## src/rtl/sara_pkg.sv

```systemverilog
// Shared definitions for the SARA reconfiguration controller: FSM encoding,
// derived widths and the level-to-ApproxRCON mapping.
package sara_pkg;

  typedef enum logic [1:0] {
    ST_ACCUM  = 2'd0,
    ST_DECIDE = 2'd1,
    ST_SETTLE = 2'd2
  } state_e;

  // Window error accumulator width: one sample error is SIZE+1 bits wide and
  // a window sums WINDOW of them.
  function automatic int acc_width(int size, int window);
    return size + 1 + $clog2(window);
  endfunction

  // Width needed to hold levels 0..ng inclusive.
  function automatic int lvl_width(int ng);
    return (ng < 1) ? 1 : $clog2(ng + 1);
  endfunction

  // Group k (0-indexed) is approximate (0) for the lowest 'level' groups and
  // passes the exact carry (1) above them.
  function automatic logic rcon_bit(int level, int k);
    return (k >= level);
  endfunction

endpackage

```

## src/rtl/sara_err_calc.sv

```systemverilog
// Combinational error of one SARA adder result against the exact sum:
// |A + B + CIN - {COUT_APX, SUM_APX}|.
module sara_err_calc #(
  parameter int SIZE = 16
) (
  input  logic [SIZE-1:0] i_a,
  input  logic [SIZE-1:0] i_b,
  input  logic            i_cin,
  input  logic [SIZE-1:0] i_sum_apx,
  input  logic            i_cout_apx,
  output logic [SIZE:0]   o_err
);

  logic [SIZE:0] w_exact;
  logic [SIZE:0] w_apx;

  assign w_exact = {1'b0, i_a} + {1'b0, i_b} + {{SIZE{1'b0}}, i_cin};
  assign w_apx   = {i_cout_apx, i_sum_apx};
  assign o_err   = (w_exact >= w_apx) ? (w_exact - w_apx) : (w_apx - w_exact);

endmodule

```

## src/rtl/sara_recon_ctrl.sv

```systemverilog
// Window-based approximation controller for a SARA adder: sums the adder's
// error over WINDOW accepted samples and relaxes or tightens ApproxRCON.
module sara_recon_ctrl
  import sara_pkg::*;
#(
  parameter int  SIZE      = 16,
  parameter int  GROUPSIZE = 8,
  parameter int  WINDOW    = 16,
  parameter int  ACCW      = acc_width(SIZE, WINDOW),
  localparam int NG        = SIZE / GROUPSIZE,
  localparam int LVLW      = lvl_width(NG)
) (
  input  logic            CLK,
  input  logic            RST,
  input  logic            IN_VALID,
  output logic            IN_READY,
  input  logic [SIZE-1:0] A,
  input  logic [SIZE-1:0] B,
  input  logic            CIN,
  input  logic [SIZE-1:0] SUM_APX,
  input  logic            COUT_APX,
  input  logic            ENABLE,
  input  logic            FORCE_EXACT,
  input  logic [ACCW-1:0] THRESH,
  output logic [NG-1:0]   ApproxRCON,
  output logic [LVLW-1:0] LEVEL,
  output logic [ACCW-1:0] ERR_ACC,
  output logic            WIN_DONE
);

  localparam int CNTW = $clog2(WINDOW);
  localparam int ERRW = SIZE + 1;

  state_e          r_state;
  state_e          w_next;
  logic [ACCW-1:0] r_acc;
  logic [ACCW-1:0] r_err_acc;
  logic [CNTW-1:0] r_cnt;
  logic [LVLW-1:0] r_level;
  logic [NG-1:0]   r_rcon;
  logic            r_win_done;

  logic [ERRW-1:0] w_err;
  logic [ACCW:0]   w_acc_sum;
  logic [ACCW-1:0] w_acc_next;
  logic            w_ready;
  logic            w_accept;
  logic            w_last;
  logic [LVLW-1:0] w_level_next;
  logic [NG-1:0]   w_rcon_next;

  sara_err_calc #(
    .SIZE (SIZE)
  ) u_err_calc (
    .i_a        (A),
    .i_b        (B),
    .i_cin      (CIN),
    .i_sum_apx  (SUM_APX),
    .i_cout_apx (COUT_APX),
    .o_err      (w_err)
  );

  // Saturating add: the carry out of the widened sum clamps to all ones.
  assign w_acc_sum  = {1'b0, r_acc} + (ACCW + 1)'(w_err);
  assign w_acc_next = w_acc_sum[ACCW] ? '1 : w_acc_sum[ACCW-1:0];
  assign w_accept   = IN_VALID && w_ready;
  assign w_last     = (r_cnt == CNTW'(WINDOW - 1));

  // NOTE: sequential state uses non-blocking assignments so every register
  // samples the pre-edge values of the others.
  always_ff @(posedge CLK) begin
    if (RST) r_state <= ST_SETTLE;
    else     r_state <= w_next;
  end

  always_comb begin
    w_next = r_state;
    if (FORCE_EXACT) begin
      w_next = ST_SETTLE;
    end else begin
      case (r_state)
        ST_ACCUM:  if (w_accept && w_last) w_next = ST_DECIDE;
        ST_DECIDE: w_next = (w_level_next != r_level) ? ST_SETTLE : ST_ACCUM;
        ST_SETTLE: w_next = ST_ACCUM;
        default:   w_next = ST_SETTLE;
      endcase
    end
  end

  always_comb begin
    // NOTE: every combinational output gets a default first so no path can
    // leave it unassigned and infer a latch.
    w_ready      = 1'b0;
    w_level_next = r_level;
    w_rcon_next  = '1;
    if (!RST && !FORCE_EXACT && (r_state == ST_ACCUM)) w_ready = 1'b1;
    if (FORCE_EXACT) begin
      w_level_next = '0;
    end else if (r_state == ST_DECIDE) begin
      if (ENABLE && (r_acc > THRESH) && (r_level != '0))
        w_level_next = r_level - 1'b1;
      else if (ENABLE && (r_acc < (THRESH >> 2)) && (r_level < LVLW'(NG)))
        w_level_next = r_level + 1'b1;
    end
    for (int k = 0; k < NG; k++) w_rcon_next[k] = rcon_bit(int'(w_level_next), k);
  end

  // LEVEL and ApproxRCON move on the same edge, so the adder configuration
  // never disagrees with the reported level.
  always_ff @(posedge CLK) begin
    if (RST) begin
      r_level    <= '0;
      r_rcon     <= '1;
      r_err_acc  <= '0;
      r_win_done <= 1'b0;
      r_acc      <= '0;
      r_cnt      <= '0;
    end else begin
      r_level    <= w_level_next;
      r_rcon     <= w_rcon_next;
      r_win_done <= 1'b0;
      if (FORCE_EXACT) begin
        r_acc <= '0;
        r_cnt <= '0;
      end else if (r_state == ST_DECIDE) begin
        r_err_acc  <= r_acc;
        r_win_done <= 1'b1;
        r_acc      <= '0;
        r_cnt      <= '0;
      end else if (w_accept) begin
        r_acc <= w_acc_next;
        r_cnt <= r_cnt + 1'b1;
      end
    end
  end

  assign IN_READY   = w_ready;
  assign ApproxRCON = r_rcon;
  assign LEVEL      = r_level;
  assign ERR_ACC    = r_err_acc;
  assign WIN_DONE   = r_win_done;

endmodule

```

## config.mk

```make
export PLATFORM = sky130hd
export DESIGN_NAME = sara_recon_ctrl
export DESIGN_NICKNAME = d
export VERILOG_FILES = /design/src/rtl/sara_pkg.sv /design/src/rtl/sara_err_calc.sv /design/src/rtl/sara_recon_ctrl.sv
export SDC_FILE = /design/constraint.sdc
export NUM_CORES = 1
export LEC_CHECK = 0
export ABC_AREA = 1
export CAP_MARGIN = 20
export CORE_ASPECT_RATIO = 1.4
export CORE_UTILIZATION = 42
export CTS_BUF_LIST = sky130_fd_sc_hd__clkbuf_8
export CTS_CLUSTER_SIZE = 28
export DETAILED_ROUTE_END_ITERATION = 10
export HOLD_SLACK_MARGIN = 0.15
export PLACE_DENSITY = 0.71
export SYNTH_ARGS = -nofsm -noshare
export SYNTH_HDL_FRONTEND = slang
export SYNTH_HIERARCHICAL = 1
export SYNTH_SLANG_ARGS = --single-unit
```

## constraint.sdc

```tcl
create_clock -name CLK -period 10.8 [get_ports CLK]
set_clock_uncertainty 0.1 [all_clocks]
set_input_delay 1.62 -clock CLK [delete_from_list [all_inputs] [get_ports CLK]]
set_output_delay 1.62 -clock CLK [all_outputs]
set_load 0.05 [all_outputs]
```

; Yosys cells after proc, flatten, opt, wreduce, memory -nomap -nowiden
; Cells that the tools add are included.
[word_totals]
reg_bits = 53
inputBits = 76
output_inout_bits = 27
elab_cells = 53
[op_classes]
addsub = 8
order_cmp = 6
n_eq_ne = 5
muxes = 11
n_bitwise = 1
n_reduce_logical = 15
[ops]
columns = op, n
row1 = subtractor 17 bit, 2
row2 = adder 21 x 17 -> 22 bit, 1
row3 = greater-than comparator 21 bit, 1
row4 = less-than comparator 21 x 19 -> 1 bit, 1
row5 = two-way mux 21 bit, 1
row6 = adder 16 x 16 -> 17 bit, 1
row7 = adder 17 x 1 -> 17 bit, 1
row8 = >= comparator 17 bit, 1
row9 = two-way mux 17 bit, 1
row10 = two-way mux 2 bit, 6
row11 = logical AND 1 bit, 8
row12 = one-hot mux 2 bit (3 select lines), 1
row13 = "adder 4 x 1 -> 4 bit, second input constant", 1
row14 = "equality test 4 bit, second input constant", 1
row15 = ">= comparator 1 x 2 -> 1 bit, first input constant", 2
row16 = OR reduction 3 bit, 1
row17 = "adder 2 x 1 -> 2 bit, second input constant", 1
row18 = "equality test 2 x 1 -> 1 bit, second input constant", 1
row19 = "equality test 2 bit, second input constant", 1
row20 = zero test 1 bit, 2
row21 = zero test 2 bit, 1
row22 = "less-than comparator 2 bit, second input constant", 1
row23 = two-way mux 1 bit, 2
row24 = != test 2 bit, 1
row25 = other kinds (6), 6

; Logic depth before layout (Yosys ltp)
[depth]
ltp_word = 10
depth_mapped = 35
depth_no_buf = 34

; Hierarchy
; The synthesis kept the hierarchy.
[by_module_without_submodules]
columns = module, instances, cells_per_inst, area_per_inst_um2
row1 = sara_recon_ctrl, 1, 594, 4026.4
row2 = sara_err_calc, 1, 635, 3235.6

; Worst setup path before layout
; Ideal clock, no wire load.
[synth_timing]
path_type = input port to flip-flop
startpoint = input port A[0]
endpoint = register r_acc[11]
setup_time_ps = 115
t_arrival_ps = 5793
required_time_ps = 10585
setup_slack_ps = 4792
stages = 31
n_path_buf = 2
path_cell_list = fa_1 > inv_1 > fa_1 > inv_1 > nand3_1 > nand2_1 > a21boi_0 > o21ai_0 > xor2_1 > ha_1 > buf_2 > nand2_1 > nor2_2 > nand3_2 > nand3_2 > nand2_2 > nand2_4 > inv_4 > buf_6 > nand2_1 > nand2_1 > ha_1 > a21oi_1 > nor2_1 > nor2_1 > nor2_1 > o21ai_2 > nand3_2 > nor2_4 > nand3_1 > and2_1
[synth_between]
elab_chain_cells = 6
[synth_rtl]
columns = item, line_no
row1 = from (decl), sara_recon_ctrl.sv:17  ; input logic [SIZE-1:0] A,
row2 = adder 16 x 16 -> 17 bit (*), sara_err_calc.sv:17  ; assign w_exact = {1'b0, i_a} + {1'b0, i_b} + {{SIZE{1'b0}}, i_cin};
row3 = adder 17 x 1 -> 17 bit (*), sara_err_calc.sv:17
row4 = subtractor 17 bit or >= comparator 17 bit (tied branches), sara_err_calc.sv:19  ; assign o_err = (w_exact >= w_apx) ? (w_exact - w_apx) : (w_apx - w_exact);
row5 = two-way mux 17 bit (*), sara_err_calc.sv:19
row6 = net w_err[6], sara_recon_ctrl.sv:43  ; logic [ERRW-1:0] w_err;
row7 = adder 21 x 17 -> 22 bit (*), sara_recon_ctrl.sv:64  ; assign w_acc_sum = {1'b0, r_acc} + (ACCW + 1)'(w_err);
row8 = two-way mux 21 bit (*), sara_recon_ctrl.sv:65  ; assign w_acc_next = w_acc_sum[ACCW] ? '1 : w_acc_sum[ACCW-1:0];
row9 = to (signal assigned), sara_recon_ctrl.sv:131  ; r_acc <= w_acc_next;
row10 = to (decl), sara_recon_ctrl.sv:36  ; logic [ACCW-1:0] r_acc;
; Mark *: on every way through the listed nets, which the timed path passes. The rest lies on a longest branch.
; A chain may end at the register's enable or synchronous reset.

; Final worst setup path
[layout_timing]
startpoint = input port A[0]
endpoint = register r_acc[16]
; Same word-level chain as after synthesis.

==> results.env <==
WORST_PATH_MAX_DELAY_CELL='sky130_fd_sc_hd__fa_1'
CTSRESIZECOUNT=0
PLACE_CONGESTION=0.971
CAP_VIOL_MAX_COUNT=0
GRT_USAGE_PCT=21.9
PATH_CLK_SLEW_PS=110
FIN_TNS_SETUP_PS=0
WIRELENGTH_UM=19100
DRT_ITER0_DRC=366
YOSYS_REGISTER_BITS=53
POST_SYNTH_NUM_CELL_TYPES=44
PATH_CLASS='input port to flip-flop'
PART_OF_THE_TOTAL_POWER_DISSIPATED_IN_THE_CLOCK_NETWORK_PCT=13.0
CHIPHEIGHT_UM=158
POWER_FRAC_COMB_PCT=64.8
SYNTHARSTFLOPSHARE_PCT=0
DIEAREA_UM2=17800
CRITPATHREQUIREDTIME_PS=10960
WL_PER_CELL_UM=12.5
GRT_FIRST_PASS_WIRELENGTH_UM=31800
FILL_CELLS=1744
SEQUENTIAL_CELL_AREA_FRACTION_IN_THE_YOSYS_REPORT_PCT=14.6
CP_SLOWEST_STAGE_DELAY_PS=450
YOSYSMOSTFREQUENTCELL='sky130_fd_sc_hd__nand2_1'
OVERFLOW=0
WORSTMARGINPINSLEW_PS=670
GRT_ANTENNA_BEFORE_REPAIR=0
N_ANTENNA_CELL=0
FP-ROW-COUNT=56
CTS_SINKS=53
TIMING.FINAL.HOLD_VIOLATIONS=0
MAXSLEWHEADROOM_PCT=55.2
GRT_SETUP_UNREPAIRED='no'
NUMBER_OF_ENABLE_TYPE_REGISTER_CELLS_IN_THE_SYNTHESIZED_NETLIST=0
CRIT_FANOUT=18
MAXCLOCKFREQUENCY_MHz=144
FIN_WORST_HOLD_SLACK_PS=367
POST_ROUTE_CELLS_DRIVE_ABOVE_1_SHARE_PCT=3.10
CRIT_TOP_CELL='sky130_fd_sc_hd__nand2_1'
CTS-HOLD-FIX-BUFFERS=0
FINALSETUPVIOLATIONS=0
POST_CTS_BUFFERS=0
CP_ENDPOINT_KIND='flip-flop'
COREAREA_UM2=16800
DIE-WIDTH_UM=113
RUN_STATUS='completed'
SYN-CELL-AREA_UM2=7260
POST-SYNTH-TOP-AREA-CELL='sky130_fd_sc_hd__nand2_1'
CLOCK_LATENCY_PS=330
FLOORPLAN.INITIALDENSITY_PCT=43.2
CELLINTERNALPOWER_uW=452
TRITONCTS='done'
FINALCRITPERIODSHARE_PCT=64.5
FINAL_MAX_SLEW_VIOL_COUNT=0
SYN-NUM-NETS=1416
SYN2LAYOUT_AREA_GROWTH_PCT=17.3
TOTAL_LEAKAGE_POWER_uW=0.00475
CTS-BUFFERS-INSERTED=5
FINAL_CELL_COUNT_NO_FILL=1525
SYN_INST=1229
PLACE.PORT_BUFFERS=102
MIN_PATH_TYPE='flip-flop to flip-flop'
POST-ROUTE-DRC-COUNT=0
TIMING.CRITICAL_PATH.FROM_TYPE='input port'
POWER.DENSITY_nW_PER_UM2=105
NUMBER_OF_GLOBAL_ROUTE_VIAS_BEFORE_REPAIR=7274
SYNTHESIS.YOSYS.WARNINGS=6
SYNTH_FLOP_CELL='sky130_fd_sc_hd__dfxtp_1'
ANTENNA_LEFT=0
SYNTH.CELLS.MOST_FREQUENT='sky130_fd_sc_hd__nand2_1 (408), sky130_fd_sc_hd__inv_1 (214), sky130_fd_sc_hd__ha_1 (106), sky130_fd_sc_hd__nor2_1 (92), sky130_fd_sc_hd__a21oi_1 (87)'
SHARE_SEQ_OF_TOTAL_POWER_PCT=22.2
POST_SYNTH.CELL_AREA_AVG_UM2=5.91
NETLIST_TOP_CELLS_AREA='sky130_fd_sc_hd__nand2_1 (21%), sky130_fd_sc_hd__ha_1 (18%), sky130_fd_sc_hd__dfxtp_1 (15%)'
TIMING.FINAL.CRIT_PERIOD_PS=6960
IO-PIN-COUNT=103
PLACED_CELLS=1516
CTSHTREEMAXLEVEL=2
POWER.SWITCHING_uW=441
ROUTE.DETAILED.VIAS_PER_INST=5.00
NETLIST.AREA_LEADER.SHARE_PCT=21.1
SWSHARE_PCT=49.4
MAXIMUM_IR_DROP_ON_THE_VDD_RAIL_uV=57.7
CP.ARRIVAL_PS=7130
CTS-ROOT-TO-SINK-BUFFERS=2
DP_HPWL_UM=16500
PIN_COUNT_OF_THE_BIGGEST_NET_ENTERING_GLOBAL_ROUTING=29
DRT_FIRST_PASS_ITERS=7
FINAL_NET_COUNT=1508
CLOCK_TREE.ROOT_CELL='sky130_fd_sc_hd__clkbuf_8'
VIAS=7624
==> routing by layer <==
layer | vias to the layer above | GRT usage, % | wire, um
li1 | 4059 | - | -
met1 | 3317 | 21.5 | 7520
met2 | 192 | 45.3 | 10200
met3 | 56 | 1.07 | 487
met4 | 0 | 11.7 | 868
met5 | - | 0 | 0
==> registers in the layout, indices dropped and copies added (netlist names) <==
| register | count |
|---|---|
| ApproxRCON | 2 |
| ERR_ACC | 21 |
| LEVEL | 2 |
| WIN_DONE | 1 |
| r_acc | 21 |
| r_cnt | 4 |
| r_state | 2 |
==> cells in the final DEF, fill, tap and decap left out, types with 2 or more instances in the layout <==
cell and count:
sky130_fd_sc_hd__a21boi_1 2, sky130_fd_sc_hd__a21o_1 5, sky130_fd_sc_hd__a21oi_1 87, sky130_fd_sc_hd__a31oi_1 5
sky130_fd_sc_hd__and2_1 2, sky130_fd_sc_hd__clkbuf_8 5, sky130_fd_sc_hd__clkdlybuf4s50_1 102, sky130_fd_sc_hd__dfxtp_1 53
sky130_fd_sc_hd__fa_1 5, sky130_fd_sc_hd__ha_1 106, sky130_fd_sc_hd__inv_1 214, sky130_fd_sc_hd__inv_2 5
sky130_fd_sc_hd__nand2_1 408, sky130_fd_sc_hd__nand2_2 5, sky130_fd_sc_hd__nand3_1 65, sky130_fd_sc_hd__nand3_2 5
sky130_fd_sc_hd__nand3b_1 4, sky130_fd_sc_hd__nand4_1 16, sky130_fd_sc_hd__nor2_1 92, sky130_fd_sc_hd__nor2_2 5
sky130_fd_sc_hd__nor2_4 5, sky130_fd_sc_hd__nor3_1 10, sky130_fd_sc_hd__o21ai_0 56, sky130_fd_sc_hd__o21ai_1 2
sky130_fd_sc_hd__o21bai_1 4, sky130_fd_sc_hd__xnor2_1 11, sky130_fd_sc_hd__xor2_1 26
==> metrics by stage <==
step	setup slack, ps	area [um^2]	total power (uW)	utilization (%)
floorplan	4790	7260	638	-
CTS	3810	8510	894	50.6
finish	3840	8520	893	50.7
global placement	3570	8420	774	50.1
detailed placement	3480	8420	777	50.1
global route	3410	8520	980	50.7
==> worst paths after layout <==
| check | cells past startpoint | slack [ps] | to | startpoint |
|---|---|---|---|---|
| min | 2 | 370 | r_state[0]$_SDFFE_PP0P_ | r_cnt[3]$_SDFFE_PP0P_ |
| max reg2reg | 14 | 8280 | ApproxRCON[0]$_SDFF_PP1_ | r_acc[17]$_SDFFE_PP0P_ |
| min reg2reg | 2 | 370 | r_state[0]$_SDFFE_PP0P_ | r_cnt[3]$_SDFFE_PP0P_ |
| max | 33 | 3840 | r_acc[16]$_SDFFE_PP0P_ | A[0] |
==> cell type report <==
| type | instances | area [um^2] | share of cell area (%) |
|---|---|---|---|
| Inverter | 220 | 828 | 9.72 |
| Multi-Input combinational cell | 938 | 5260 | 61.7 |
| Clock inverter | 3 | 21.3 | 0.250 |
| Clock buffer | 5 | 68.8 | 0.808 |
| Sequential cell | 53 | 1060 | 12.5 |
| Timing Repair Buffer | 103 | 1030 | 12.1 |
| Tap cell | 203 | 254 | 2.98 |
==> critical path: cells and delay by family <==
family | cells | cell delay [ps]
AND/OR/NAND/NOR | 18 | 1940
adder cells (fa/ha/maj) | 4 | 1450
AO/OA/AOI/OAI | 5 | 1120
buffers and inverters | 6 | 1000
==> power by group through the flow <==
stage	clock network (uW)	registers (uW)	logic (uW)
6_report	116	198	579
5_1_grt	125	198	657
4_1_cts	119	198	577
3_5_place_dp	0	202	575
3_3_place_gp	0	202	571
2_1_floorplan	0	202	436
==> cell families (layout without fill, tap and decap cells) <==
family | after synthesis | in the layout | share of synthesized area, %
AOI/OAI and AO/OA | 166 | 166 | 12.1
xor gates and xnor gates | 37 | 37 | 4.46
adders and majority gates | 111 | 111 | 19.6
buffers and inverters | 238 | 331 | 13.0
DFF | 53 | 53 | 14.6
and+or+nand+nor | 624 | 624 | 36.2
Note: power is estimated with default switching activity, not from simulation.
==> variant 1: new RTL, same settings <==
The 3 states of `state_e` get a one-hot encoding in 3 bits.
--- a/src/rtl/sara_pkg.sv
+++ b/src/rtl/sara_pkg.sv
@@ -2,10 +2,10 @@
 // derived widths and the level-to-ApproxRCON mapping.
 package sara_pkg;
 
-  typedef enum logic [1:0] {
-    ST_ACCUM  = 2'd0,
-    ST_DECIDE = 2'd1,
-    ST_SETTLE = 2'd2
+  typedef enum logic [2:0] {
+    ST_ACCUM  = 3'b001,
+    ST_DECIDE = 3'b010,
+    ST_SETTLE = 3'b100
   } state_e;
 
   // Window error accumulator width: one sample error is SIZE+1 bits wide and
Formal check against the unedited RTL: no difference found for any inputs over 10 cycles, from zero or initial values and one cycle with RST high; not proved beyond that.
==> variant 1 against the original RTL <==
Die area about the same. Sequential share of layout area up 0.25 points. Wire length rose by 0.61%. Combinational power fell by 3%. Clock power shrank 3%. Utilization decreased by 0.052 points. Setup slack got worse by 76 ps. Sequential cell count increased by 1. Design area down 0.10%. Power is 2.0% lower. Area after synthesis about the same. Critical path type unchanged.
==> variant 1: results (changes against the original RTL) <==
| Metric | Value |
|---|---|
| Commonest cells in the netlist | `nand2_1, inv_1, ha_1 (unchanged)` |
| Drt total wl | `19.19 mm (was 19.07 mm)` |
| Fillers | `1812 (was 1744)` |
| H-tree depth | `2 (unchanged)` |
| Final hold vios | `0 (unchanged)` |
| Final GP Congestion | `0.9767 (was 0.9708)` |
| CTS root buf | `clkbuf_8 (unchanged)` |
| Sequential element share of the synthesized area | `14.90% (was 14.61%)` |
| Worst VDD drop | `48.32 uV (was 57.69 uV)` |
| Clock-pin slew on the worst setup and hold paths | `90 ps (was 110 ps)` |
| Crit-path leading delay family | `simple AND/OR/NAND/NOR gates (unchanged)` |
| Gr usage total | `22.14% (was 21.94%)` |
| Status | `finished clean (unchanged)` |
| Mapped Nets | `1390 (was 1416)` |
| Share of cells above drive strength 1 | `3.861% (was 3.101%)` |
| Number of setup buffers added after CTS | `0 (unchanged)` |
| Num CTS Buffers | `5 (unchanged)` |
| Initial DRT Pass Iterations | `5 (was 7)` |
| Largest cells by area after synthesis | `nand2_1, ha_1, dfxtp_1 (unchanged)` |
| Area grow syn2layout | `17.26% (was 17.30%)` |
| # port buffers | `102 (unchanged)` |
| Dpl hpwl | `16.60 mm (was 16.52 mm)` |
| CP peak stage delay | `450 ps (about the same)` |
| Slew @ Worst Pin | `569.2 ps (was 669.8 ps)` |
| Yosys cell types | `42 (was 44)` |
| Clock buffer depth | `2 (unchanged)` |
| Post-CTS resize count | `0 (unchanged)` |
| Synth Warn # | `6 (unchanged)` |
| First-pass GRT wire length | `31.80 mm (was 31.77 mm)` |
| Placed Area | `8423 um^2 (was 8421 um^2)` |
| ANT cells | `0 (unchanged)` |
| Clk_lat worst skew | `320 ps` |
| CP max FO | `18 (unchanged)` |
| DRT antenna net count | `0 (unchanged)` |
| Nets | `1481 (was 1508)` |
| P_leak | `0.004553 uW (was 0.004751 uW)` |
| Pin count of the biggest net entering global routing | `27 (was 29)` |
| Antenna violations before repair | `0 (unchanged)` |
| Via Count | `7474 (was 7624)` |
| DR DRC count | `0 (unchanged)` |
| Initial DRC Count | `290 (was 366)` |
| Vias in the first global route | `7262 (was 7274)` |
## variant 1: changes by cell type after synthesis, moves of 3 or more
| cell | change |
|---|---|
| a211oi_1 | +5 |
| a21oi_1 | -3 |
| a21oi_4 | +10 |
| a31oi_1 | -5 |
| clkbuf_1 | +3 |
| inv_1 | -16 |
| nand2_1 | +20 |
| nor2_1 | -16 |
| nor2_4 | -4 |
| o21ai_0 | -18 |
| xnor2_1 | +4 |
## variant 1: cell type report
cell class	count	share of cell area [%]
clock inverters	3	0.2059
flip-flops and latches	54	12.70
multi-input cells	924	62.02
inverters	205	9.102
repair buffers	104	12.17
clock buffers	5	0.8087
well taps	203	2.985
## variant 1: per-layer routing
layer / share of wire (%) / global-route usage [%] / vias up
met1: 38 / 21.49 / 3265
met5: 0 / 0 / -
met3: 2.7 / 1.463 / 71
li1: - / - / 3955
met4: 6.0 / 13.97 / 0
met2: 53 / 44.67 / 183
## variant 1: tightest hold or removal path, delay by kind of cell, from the launching register on
family           cells  cell delay, ps
AND/OR/NAND/NOR      1              60
flip-flops           1             320
AO/OA/AOI/OAI        1              50
## variant 1: per-stage QoR
step / setup WS [ps] / cells
detailed placement: 3457 / 1490
global placement: 3555 / 1490
CTS: 3798 / 1498
global route: 3391 / 1498
finish: 3760 / 1498
floorplan: 4679 / 1203
## variant 1: path summary, 6_finish.rpt
kind,start,end,slack (ps),depth (start not counted)
hold reg to reg,ERR_ACC[5]$_SDFFE_PP0P_,ERR_ACC[5]$_SDFFE_PP0P_,360,2
setup / recovery,A[0],r_acc[5]$_SDFFE_PP0P_,3760,31
hold / removal,ERR_ACC[5]$_SDFFE_PP0P_,ERR_ACC[5]$_SDFFE_PP0P_,360,2
setup reg to reg,r_acc[8]$_SDFFE_PP0P_,r_acc[5]$_SDFFE_PP0P_,8370,11
## variant 1: cells by family (layout without fill, tap and decap cells)
kind of cell	count (synthesis)	after routing	share of synthesized area, %
compound gates	155	155	13.02
xor+xnor	41	41	4.948
fa+ha+maj	111	111	19.66
buf+inv	225	317	12.38
flops	54	54	14.90
simple gates	617	617	35.10
## variant 1: power by group
| part | total (uW) | internal [uW] | switching [uW] |
|---|---|---|---|
| registers | 200 | 200 | 0.543 |
| clock network | 112 | 45.0 | 66.6 |
| logic | 563 | 202 | 361 |
==> variant 2: new RTL, config.mk and constraints unchanged <==
Made on the original files. The parameter `WINDOW` goes from 16 to 32.
--- a/src/rtl/sara_recon_ctrl.sv
+++ b/src/rtl/sara_recon_ctrl.sv
@@ -5,7 +5,7 @@
 #(
   parameter int  SIZE      = 16,
   parameter int  GROUPSIZE = 8,
-  parameter int  WINDOW    = 16,
+  parameter int  WINDOW    = 32,
   parameter int  ACCW      = acc_width(SIZE, WINDOW),
   localparam int NG        = SIZE / GROUPSIZE,
   localparam int LVLW      = lvl_width(NG)
Ports: changed (resized ERR_ACC and THRESH); port bits go from 103 to 105. The function was not compared with the original's and may differ.
==> variant 2 against the original RTL <==
Worst hold slack got worse by 7.1 ps. Area after synthesis increased by 4.7%. Wire length increased by 5.3%. Sequential share of layout area increased by 0.13 points. Setup slack improved by 81 ps. Sequential power increased by 6%. Largest power group unchanged. Non-clock buffer count increased by 3. Design area increased by 4.6%. Sequential cell count increased by 3. Power increased by 6.8%.
==> variant 2: results (changes against the original RTL) <==
| Metric | Value |
|---|---|
| Status | `finished clean (unchanged)` |
| Commonest cells in the netlist | `nand2_1, inv_1, ha_1 (unchanged)` |
| Clock buffer depth | `2 (unchanged)` |
| Placed Area | `8816 um^2 (was 8421 um^2)` |
| Cells on worst reg2reg path | `11 (was 14)` |
| Worst hold stages | `1 (was 2)` |
| Worst EP arrival | `7000 ps (was 7130 ps)` |
| Sequential element share of the synthesized area | `14.75% (was 14.61%)` |
| Clk_lat worst skew | `320 ps` |
| # port buffers | `104 (was 102)` |
| Dpl hpwl | `17.33 mm (was 16.52 mm)` |
| Final GP Congestion | `0.9237 (was 0.9708)` |
| Vias in the first global route | `7636 (was 7274)` |
| P_leak | `0.004802 uW (was 0.004751 uW)` |
| Via Count | `7835 (was 7624)` |
| Worst min-delay path class | `flop to flop (unchanged)` |
| CP max FO | `18 (unchanged)` |
| Number of setup buffers added after CTS | `0 (unchanged)` |
| Synth async-reset ratio | `0% (unchanged)` |
| # Max-Cap Violations | `0 (unchanged)` |
| Slew @ Worst Pin | `973.4 ps (was 669.8 ps)` |
| R2R Setup Slk | `8330 ps (was 8280 ps)` |
| Initial DRC Count | `355 (was 366)` |
| Syn Inst Count | `1251 (was 1229)` |
| CTS root buf | `clkbuf_8 (unchanged)` |
| First-pass GRT wire length | `33.02 mm (was 31.77 mm)` |
| Hold Path Origin | `r_cnt[3]$_SDFFE_PP0P_ (unchanged)` |
| Nets | `1533 (was 1508)` |
| Worst VDD drop | `45.71 uV (was 57.69 uV)` |
| Drt total wl | `20.09 mm (was 19.07 mm)` |
| Worst hold slack | `360.2 ps (was 367.2 ps)` |
| Fillers | `1852 (was 1744)` |
| Routed WL per cell | `12.72 um (was 12.51 um)` |
| Dpl ws | `3557 ps (was 3485 ps)` |
| Synth Warn # | `6 (unchanged)` |
| Crit Reg-Reg Endpoint | `r_acc[16]$_SDFFE_PP0P_ (was ApproxRCON[0]$_SDFF_PP1_)` |
| CP peak stage delay | `520 ps (was 450 ps)` |
| Pin count of the biggest net entering global routing | `29 (unchanged)` |
| Worst Hold End | `r_cnt[3]$_SDFFE_PP0P_ (was r_state[0]$_SDFFE_PP0P_)` |
| R2r startpoint | `r_acc[0]$_SDFFE_PP0P_ (was r_acc[17]$_SDFFE_PP0P_)` |
| Crit-path leading delay family | `adder cells (was simple AND/OR/NAND/NOR gates)` |
| Antenna violations before repair | `0 (unchanged)` |
| Synth Flop Type | `dfxtp_1 (unchanged)` |
| Gr usage total | `22.13% (was 21.94%)` |
| Mapped Nets | `1442 (was 1416)` |
| Largest cells by area after synthesis | `nand2_1, ha_1, dfxtp_1 (unchanged)` |
| ANT cells | `0 (unchanged)` |
| Yosys cell types | `49 (was 44)` |
| Clock-pin slew on the worst setup and hold paths | `100 ps` |
| Setup crit start | `A[0] (unchanged)` |
| Post-CTS resize count | `0 (unchanged)` |
| Num CTS Buffers | `5 (unchanged)` |
| Share of cells above drive strength 1 | `6.329% (was 3.101%)` |
| Initial DRT Pass Iterations | `5 (was 7)` |
| H-tree depth | `2 (unchanged)` |
| Slowest-stage cell, CP | `o31ai_1 (was fa_1)` |
[variant 2: cell types whose count changed after synthesis, sizes merged, moves of 3 or more]
cell / unedited run / this run
a21o: 5 / 9
a21oi: 88 / 103
a31oi: 5 / 2
clkbuf: 6 / 11
dfxtp: 53 / 56
ha: 106 / 109
nand2: 414 / 434
nand3: 70 / 94
nor2: 102 / 72
o21ai: 59 / 38
[variant 2: layout make-up]
cell class	instances	area, um^2	share of cell area [%]
Multi-Input combinational cell	953	5512	61.87
Sequential cell	56	1121	12.58
Timing Repair Buffer	106	1056	11.85
Inverter	220	832.0	9.340
Tap cell	236	295.3	3.315
Clock buffer	6	82.58	0.9270
Clock inverter	2	10.01	0.1124
[variant 2: worst max-delay path by stage]
| stage | endpoint | slack, ps | cells past startpoint |
|---|---|---|---|
| after CTS | r_acc[16]$_SDFFE_PP0P_ | 3900 | 32 |
| after floorplan | r_acc[16]$_SDFFE_PP0P_ | 4830 | 32 |
| final | r_acc[16]$_SDFFE_PP0P_ | 3920 | 32 |
| after detailed placement | r_acc[16]$_SDFFE_PP0P_ | 3560 | 32 |
| after global placement | r_acc[16]$_SDFFE_PP0P_ | 3710 | 32 |
| after global routing | r_acc[17]$_SDFFE_PP0P_ | 3510 | 34 |
[variant 2: through the flow]
step           total power, uW  util [%]
2_1_floorplan            700.7         -
3_3_place_gp             830.0     50.25
3_5_place_dp             836.8     50.25
4_1_cts                  955.2     50.78
5_1_grt                   1045     50.78
6_report                 953.3     50.78
[variant 2: logic make-up after synthesis]
logic type	Yosys count	synth area share, %
AOI/OAI and AO/OA	162	11.92
xor gates and xnor gates	41	4.724
adders and majority gates	114	19.26
buffers and inverters	242	12.75
DFF	56	14.75
and+or+nand+nor	636	36.60
[variant 2: layer usage]
layer  vias up  global-route usage, %  routed length [um]
li1       4122                      -                   -
met1      3433                  21.02                7464
met2       219                  45.16               10880
met3        61                  1.163                 649
met4         0                  12.82                1095
met5         -                      0                   0
[variant 2: where the power goes]
part	leakage, uW	switching (uW)	internal (uW)
logic	0.00430	399	227
clock network	0.0000510	67.5	51.4
registers	0.000452	1.79	207
[variant 2: worst reg2reg max path: cells and delay by family (launching register included)]
family | cells | cell delay [ps]
adders and majority gates | 2 | 700
DFF | 1 | 410
buffers and inverters | 2 | 140
and+or+nand+nor | 4 | 370
AOI/OAI and AO/OA | 3 | 660
